`src/rtl/da_pkg.sv`:
```
// Shared constants, state encoding and width helper for the distributed-arithmetic MAC engine.
package da_pkg;

    localparam int DA_N_TAPS = 4;
    localparam int DA_DATA_W = 16;
    localparam int DA_COEF_W = 16;

    typedef enum logic [1:0] {
        DA_IDLE = 2'd0,
        DA_RUN  = 2'd1,
        DA_DONE = 2'd2
    } da_state_e;

    // A COEF_W x DATA_W signed product, and every partial sum on the way to it, fits here.
    function automatic int da_res_w(input int coef_w, input int data_w);
        return coef_w + data_w;
    endfunction

endpackage

```
`src/rtl/da_lut.sv`:
```
// Runtime-loadable partial-sum LUT: register file with synchronous write/clear and combinational read.
module da_lut #(
    parameter int ADDR_W = 4,
    parameter int DATA_W = 16
) (
    input  logic              clk,
    input  logic              rst,
    input  logic              we,
    input  logic [ADDR_W-1:0] waddr,
    input  logic [DATA_W-1:0] wdata,
    input  logic [ADDR_W-1:0] raddr,
    output logic [DATA_W-1:0] rdata
);

    localparam int DEPTH = 1 << ADDR_W;

    logic [DATA_W-1:0] mem_q [DEPTH];
    logic [DATA_W-1:0] mem_d [DEPTH];

    // NOTE: default the whole next-state first; a write without it would infer a latch.
    always_comb begin
        mem_d = mem_q;
        if (we) begin
            mem_d[waddr] = wdata;
        end
    end

    // NOTE: this is flops, not a RAM macro, so a reset clear is cheap and gives a known table.
    always_ff @(posedge clk) begin
        if (rst) begin
            mem_q <= '{default: '0};
        end else begin
            // NOTE: sequential state only ever takes non-blocking assignments.
            mem_q <= mem_d;
        end
    end

    assign rdata = mem_q[raddr];

endmodule

```
`src/rtl/da_mac_engine.sv`:
```
// Bit-serial distributed-arithmetic MAC: one exact signed N_TAPS-sample dot-product per transaction.
module da_mac_engine
    import da_pkg::*;
#(
    parameter int N_TAPS = DA_N_TAPS,
    parameter int DATA_W = DA_DATA_W,
    parameter int COEF_W = DA_COEF_W
) (
    input  logic                                  clk,
    input  logic                                  rst,
    input  logic                                  cfg_we,
    input  logic [N_TAPS-1:0]                     cfg_addr,
    input  logic [COEF_W-1:0]                     cfg_data,
    input  logic                                  in_valid,
    output logic                                  in_ready,
    input  logic [N_TAPS*DATA_W-1:0]              x,
    output logic                                  out_valid,
    input  logic                                  out_ready,
    output logic [da_res_w(COEF_W, DATA_W)-1:0]   y,
    output logic                                  busy
);

    localparam int RES_W = da_res_w(COEF_W, DATA_W);
    localparam int CNT_W = (DATA_W > 1) ? $clog2(DATA_W) : 1;
    localparam logic [CNT_W-1:0] CNT_LAST = CNT_W'(DATA_W - 1);

    localparam logic [1:0] S_IDLE = DA_IDLE;
    localparam logic [1:0] S_RUN  = DA_RUN;
    localparam logic [1:0] S_DONE = DA_DONE;

    logic [1:0]               state_q, state_d;
    logic [CNT_W-1:0]         cnt_q, cnt_d;
    logic [N_TAPS*DATA_W-1:0] x_q, x_d;
    logic [RES_W-1:0]         acc_q, acc_d;
    logic [RES_W-1:0]         y_q, y_d;

    logic                     lut_we;
    logic [N_TAPS-1:0]        lut_addr;
    logic [COEF_W-1:0]        lut_data;
    logic [RES_W-1:0]         term_ext;
    logic [RES_W-1:0]         term;

    // The table is frozen while a transaction is in flight.
    assign lut_we = cfg_we && (state_q == S_IDLE);

    da_lut #(
        .ADDR_W (N_TAPS),
        .DATA_W (COEF_W)
    ) u_lut (
        .clk   (clk),
        .rst   (rst),
        .we    (lut_we),
        .waddr (cfg_addr),
        .wdata (cfg_data),
        .raddr (lut_addr),
        .rdata (lut_data)
    );

    // Each tap shifts right every RUN cycle, so bit 0 of every tap forms the current bit-plane address.
    always_comb begin
        for (int i = 0; i < N_TAPS; i++) begin
            lut_addr[i] = x_q[i*DATA_W];
        end
    end

    assign term_ext = {{DATA_W{lut_data[COEF_W-1]}}, lut_data};
    assign term     = term_ext << cnt_q;

    always_comb begin
        state_d = state_q;
        cnt_d   = cnt_q;
        x_d     = x_q;
        acc_d   = acc_q;
        y_d     = y_q;

        case (state_q)
            S_IDLE: begin
                if (in_valid) begin
                    x_d     = x;
                    cnt_d   = '0;
                    acc_d   = '0;
                    state_d = S_RUN;
                end
            end
            S_RUN: begin
                for (int i = 0; i < N_TAPS; i++) begin
                    x_d[i*DATA_W +: DATA_W] = x_q[i*DATA_W +: DATA_W] >> 1;
                end
                // The sign-bit plane carries negative weight.
                if (cnt_q == CNT_LAST) begin
                    acc_d   = acc_q - term;
                    y_d     = acc_q - term;
                    state_d = S_DONE;
                end else begin
                    acc_d = acc_q + term;
                    cnt_d = cnt_q + 1'b1;
                end
            end
            S_DONE: begin
                if (out_ready) begin
                    state_d = S_IDLE;
                end
            end
            default: begin
                state_d = S_IDLE;
            end
        endcase
    end

    always_ff @(posedge clk) begin
        if (rst) begin
            state_q <= S_IDLE;
            cnt_q   <= '0;
            x_q     <= '0;
            acc_q   <= '0;
            y_q     <= '0;
        end else begin
            state_q <= state_d;
            cnt_q   <= cnt_d;
            x_q     <= x_d;
            acc_q   <= acc_d;
            y_q     <= y_d;
        end
    end

    assign in_ready  = (state_q == S_IDLE);
    assign out_valid = (state_q == S_DONE);
    assign busy      = (state_q != S_IDLE);
    assign y         = y_q;

endmodule

```
`config.mk`:
```
export PLATFORM = sky130hd
export DESIGN_NAME = da_mac_engine
export DESIGN_NICKNAME = d
export VERILOG_FILES = /design/src/rtl/da_pkg.sv /design/src/rtl/da_lut.sv /design/src/rtl/da_mac_engine.sv
export SDC_FILE = /design/constraint.sdc
export NUM_CORES = 1
export LEC_CHECK = 0
export ABC_CLOCK_PERIOD_IN_PS = 5650
export CORE_ASPECT_RATIO = 0.5
export CORE_UTILIZATION = 23
export CTS_CLUSTER_DIAMETER = 50
export CTS_CLUSTER_SIZE = 25
export DETAILED_ROUTE_END_ITERATION = 12
export PLACE_DENSITY = 0.49
export SYNTH_ARGS = -nofsm -noshare
export SYNTH_HDL_FRONTEND = slang
export SYNTH_HIERARCHICAL = 1
export SYNTH_SLANG_ARGS = --single-unit
```
`constraint.sdc`:
```
create_clock -name clk -period 5.65 [get_ports clk]
set_input_delay 1.13 -clock clk [delete_from_list [all_inputs] [get_ports clk]]
set_output_delay 1.13 -clock clk [all_outputs]
set_load 0.05 [all_outputs]
```
Word-level counts from Yosys, hierarchy flattened
Cells that the tools add are included.
- muxes and demuxes: 18
- bitwise logic cells: 2
- reductions and logical operators: 9
- add/subtract/negate cells: 3
- $lt $le $gt $ge: 3
- shift operators: 1
- equality and inequality tests: 7
- operators with widths (kind ; number):
    bitwise mux 256 bit ; 1
    one-hot mux 64 bit (2 select lines) ; 1
    binary-select mux 16 bit (select 4 bit) ; 1
    demux 16 bit (select 4 bit) ; 1
    two-way mux 32 bit ; 2
    two-way mux 64 bit ; 1
    one-hot mux 32 bit (2 select lines) ; 1
    two-way mux 16 bit ; 3
    adder 32 bit ; 1
    << shifter 32 x 4 -> 32 bit ; 1
    subtractor 32 bit ; 1
    >= comparator 5 bit (second input constant) ; 2
    inverter 4 -> 5 bit ; 2
    two-way mux 4 bit ; 2
    one-hot mux 4 bit (2 select lines) ; 1
    two-way mux 2 bit ; 3
    != test 2 bit (second input constant) ; 3
    one-hot mux 2 bit (3 select lines) ; 1
    AND reduction 3 bit ; 2
    < comparator 5 x 1 -> 1 bit (second input constant) ; 1
    adder 4 x 1 -> 4 bit (second input constant) ; 1
    == test 4 bit (second input constant) ; 1
    AND reduction 2 bit ; 2
    nonzero test 2 bit ; 2
    other kinds (5) ; 6
- logic and storage cells: 64
- register bits: 390
- input bits: 89

Depth between registers and ports, before layout
- depth in word-level cells: 8
- gate-level depth with buffers: 25
- gate-level depth less buffers: 22

By module
Netlist, hierarchy kept.
- modules (own cells, without submodules) (module ; area an instance (um2) ; times used ; sequential area each (um2) ; cells each):
    da_lut ; 11928.9 ; 1 ; 5124.9 ; 1358
    da_mac_engine ; 9631.7 ; 1 ; 2682.6 ; 1303

Worst setup path after synthesis
No wires, ideal clock.
- path kind: register to register
- start point: register x_q[0]
- end point: register acc_q[28]
- data required time: 5.533 ns
- buffers on the path: 3
- setup slack: 0.807 ns
- cell stages (with the launch flop): 22
- data arrival time: 4.726 ns
- setup time: 0.117 ns
- path through: dfxtp_1 -> buf_6 -> buf_6 -> mux4_2 -> a22oi_1 -> nand2_1 -> mux4_2 -> nor2b_1 -> a31oi_1 -> or2_2 -> ha_1 -> buf_4 -> nand2b_1 -> a21oi_2 -> or3_4 -> a221o_2 -> a221o_2 -> o41a_1 -> nand3b_2 -> a22oi_2 -> xnor2_1 -> a22o_1
- longest elaborated chain between the ends: 8
- ends and longest elaborated chain (element ; RTL line ; source):
    from (decl) ; da_mac_engine.sv:33 ; logic [N_TAPS*DATA_W-1:0] x_q, x_d;
    from (signal assigned) ; da_mac_engine.sv:114 ; x_q <= '0;
    from (signal assigned) ; da_mac_engine.sv:120 ; x_q <= x_d;
    inverter 4 -> 5 bit (implied by the code) * ; da_lut.sv:38 ; assign rdata = mem_q[raddr];
    binary-select mux 16 bit (select 4 bit) * ; da_lut.sv:38 ;
    two-way mux 16 bit (implied by the code) * (2 in series) ; da_lut.sv:38 ;
    net lut_data[1] ; da_mac_engine.sv:39 ; logic [COEF_W-1:0] lut_data;
    << shifter 32 x 4 -> 32 bit * ; da_mac_engine.sv:67 ; assign term = term_ext << cnt_q;
    adder 32 bit / subtractor 32 bit (equally long branches) ; da_mac_engine.sv:95, da_mac_engine.sv:91 ;
    two-way mux 32 bit * ; da_mac_engine.sv:90 ; if (cnt_q == CNT_LAST) begin
    one-hot mux 32 bit (2 select lines) * ; da_mac_engine.sv:76 ; case (state_q)
    to (signal assigned) ; da_mac_engine.sv:115 ; acc_q <= '0;
    to (signal assigned) ; da_mac_engine.sv:121 ; acc_q <= acc_d;
    to (decl) ; da_mac_engine.sv:34 ; logic [RES_W-1:0] acc_q, acc_d;
Mark *: on every way through the listed nets, which the timed path passes. The rest lies on a longest branch. The select of a mux whose other input is x is not followed.
A chain may end at the register's enable or synchronous reset.

Worst setup path in the final report
Ends and elaborated chain as after synthesis.

==> flow_summary.yaml <==
grt:
  grt_pass1_vias: 19400
  met3_usage_pct: 1.99
  grt_usage_pct: 15.7
  grt_antenna_before_repair: 2
  grt_pass1_wl_um: 119000
  grtUsageMet2_pct: 27.1
  met1_usage_pct: 20.5
  overflow: 0
  busiest_layer: "met2"
  grt_max_degree: 136
floorplanning:
  dieArea_um2: 95000
  pin_count: 124
  rows: 78
  initial_core_util_pct: 23.5
  die_w_um: 435
  core-area_um2: 91700
  die_h_um: 218
setup_path:
  critPathLaunchType: "flop"
  crit_slowest_cell: "mux4_1"
  cp-end-kind: "flop"
  critPathKind: "flop to flop"
  critPathMaxFanout: 14
  arrival_ns: 5.87
  worst-endpoint-required_ns: 6.11
  cp_cell_sequence: "buf_4, buf_12, mux4_1, a22oi_1, nand2_1, mux4_2, nor2b_1, a31oi_1, or2_2, ha_1, nor3_2, nor2b_1, or3_4, a221o_2, a221o_2, o41a_1, nand3b_2, a22oi_2, xnor2_1, a22o_1"
  slowest_delay_ns: 0.56
  rr_worst_depth: 20
hold_path:
  hold_class: "flop to flop"
  hold_depth: 2
timing:
  setup_viol: 0
  maxSlewViolCount: 0
  final_hold_viol_count: 0
  min_period_ns: 5.41
  skew_ns: 0.0416
  tns_ns: 0
  rsz0062_at_grt: "no"
  fmax_ghz: 0.185
  max_slew_margin_pct: 23.7
  fin_crit_sh_pct: 95.7
  worst_slew_pin_slew_ns: 1.14
routing:
  vias_per_cell: 5.19
  ant_nets: 0
  wl_um: 77900
  drc_errors: 0
  drt_first_iter_violations: 1653
  wl_per_cell_um: 20.0
  vias: 20200
  dr.pass1.iters: 6
yosys:
  synth_nets: 2816
  yosys.area.top_type: "dfxtp_1"
  yosys.area.top_type_share_pct: 36.2
  synth-edff-count: 0
  synthTopCellsByCount: "dfxtp_1 (390), a21oi_1 (381), o21ai_0 (291), nand3_1 (278), nand2_1 (244)"
  synthCells: 2661
  synth_area_um2: 21600
  yosys_warnings: 6
  postSynthAreaPerCell_um2: 8.10
  ys.flop_type: "dfxtp_1"
  yosysMostFrequentCell: "dfxtp_1"
  yosys-top-cells-area: "dfxtp_1 (36%), a21oi_1 (8.8%), o21ai_0 (6.8%), nand3_1 (6.5%), mux4_2 (5.1%)"
  ys_types: 77
  yosysSeqAreaShare_pct: 36.2
  synth-seq-cells: 390
  async_flop_share_pct: 0
clocking:
  htree_levels: 2
  cts_sinks: 390
  cts_made_buffers: 42
  path_clk_slew_ns: 0.07
  tritoncts: "done"
  cts_buffer_depth: 3
  root_buffer: "clkbuf_16"
  clk_latency_ns: 0.60
run:
  cap_violations: 0
final_layout:
  areaGrowthSynthToFinish_pct: 17.3
  drive_gt1_share_pct: 9.63
  fillers: 9871
  nets: 2771
status:
  status: "finished, final reports clean"
place:
  portBuffers: 123
  post-dp-hpwl_um: 47800
  place_congestion: 0.897
power:
  p_total_mw: 6.86
  p_leak_nw: 8.77
  power_per_cell_area_nw_per_um2: 271
  peakVddDrop_mv: 0.180
==> cells by family (layout without fill, tap and decap cells) <==
| kind of cell | after synthesis | in the layout | share of synthesized area, % |
|---|---|---|---|
| compound gates | 903 | 903 | 24.2 |
| simple gates | 776 | 776 | 16.7 |
| flops | 390 | 390 | 36.2 |
| buf+inv | 362 | 349 | 7.54 |
| mux | 106 | 106 | 9.10 |
| fa+ha+maj | 66 | 66 | 3.90 |
| xor+xnor | 58 | 58 | 2.36 |
| other cells | 0 | 1 | 0 |
==> placed cells by master (no fill, tap or decap), types with 47 or more instances in the layout <==
cell type	count
dfxtp_1	388
a21oi_1	379
o21ai_0	289
nand3_1	277
nand2_1	242
nor2_1	140
clkdlybuf4s50_1	122
inv_1	69
buf_4	69
ha_1	63
a311oi_1	62
mux4_2	49
a22oi_1	47
==> flip-flops by register name, indices dropped and copies added, names as in the netlist <==
register / cells
acc_q: 32
y: 32
cnt_q: 4
u_lut/mem_q: 256
state_q: 2
x_q: 64
==> layer usage <==
layer	wire, µm	up-vias	share of wire, %
li1	-	9466	-
met1	34100	10000	44
met2	37800	597	48
met5	0	-	0
met3	4150	129	5.3
met4	1880	0	2.4
==> power by group <==
part | switching [mW] | internal [mW] | total [mW]
clock network | 1.36 | 1.62 | 2.98
registers | 0.0423 | 2.82 | 2.86
logic | 0.667 | 0.356 | 1.02
total | 2.07 | 4.79 | 6.86
==> worst max-delay path: cells and delay by family, from the launching register on <==
kind | cells | cell delay [ns]
AO/OA/AOI/OAI | 7 | 1.97
XOR/XNOR | 1 | 0.16
adder cells (fa/ha/maj) | 1 | 0.23
buffers and inverters | 2 | 0.29
flip-flops | 1 | 0.40
multiplexers | 2 | 1.05
AND/OR/NAND/NOR | 7 | 1.19
==> repair_timing <==
action	4_1_cts	5_1_grt
endpoints found under the setup margin	0	18
resized for setup	0	11
hold buffers	0	0
buffers inserted	0	5
==> worst paths after layout <==
check / startpoint / to / slack (ns)
setup / recovery: x_q[0] / acc_q[28] / 0.24
hold / removal: y[11] / y[11] / 0.45
hold reg to reg: y[11] / y[11] / 0.45
setup reg to reg: x_q[0] / acc_q[28] / 0.24
==> layout make-up <==
cell class | count | area, µm² | area share [%]
tap | 1240 | 1550 | 6.14
multi-input combinational | 1909 | 12200 | 48.3
sequential | 390 | 7820 | 30.9
antenna | 1 | 2.50 | 0.00990
clock inverter | 27 | 355 | 1.41
timing repair buffer | 202 | 1950 | 7.73
inverter | 71 | 267 | 1.05
clock buffer | 49 | 1120 | 4.42
==> stage by stage <==
stage	hold slack, ns	instance area [µm²]	cells	util [%]	setup slack (ns)
2_1_floorplan	0.448	21600	2661	-	0.807
3_3_place_gp	0.445	23700	3807	25.9	0.208
3_5_place_dp	0.447	23700	3807	25.9	0.172
4_1_cts	0.457	25200	3883	27.5	0.143
5_1_grt	0.472	25300	3889	27.6	0.0123
6_report	0.451	25300	3889	27.6	0.241
(Power assumes the default switching activity.)
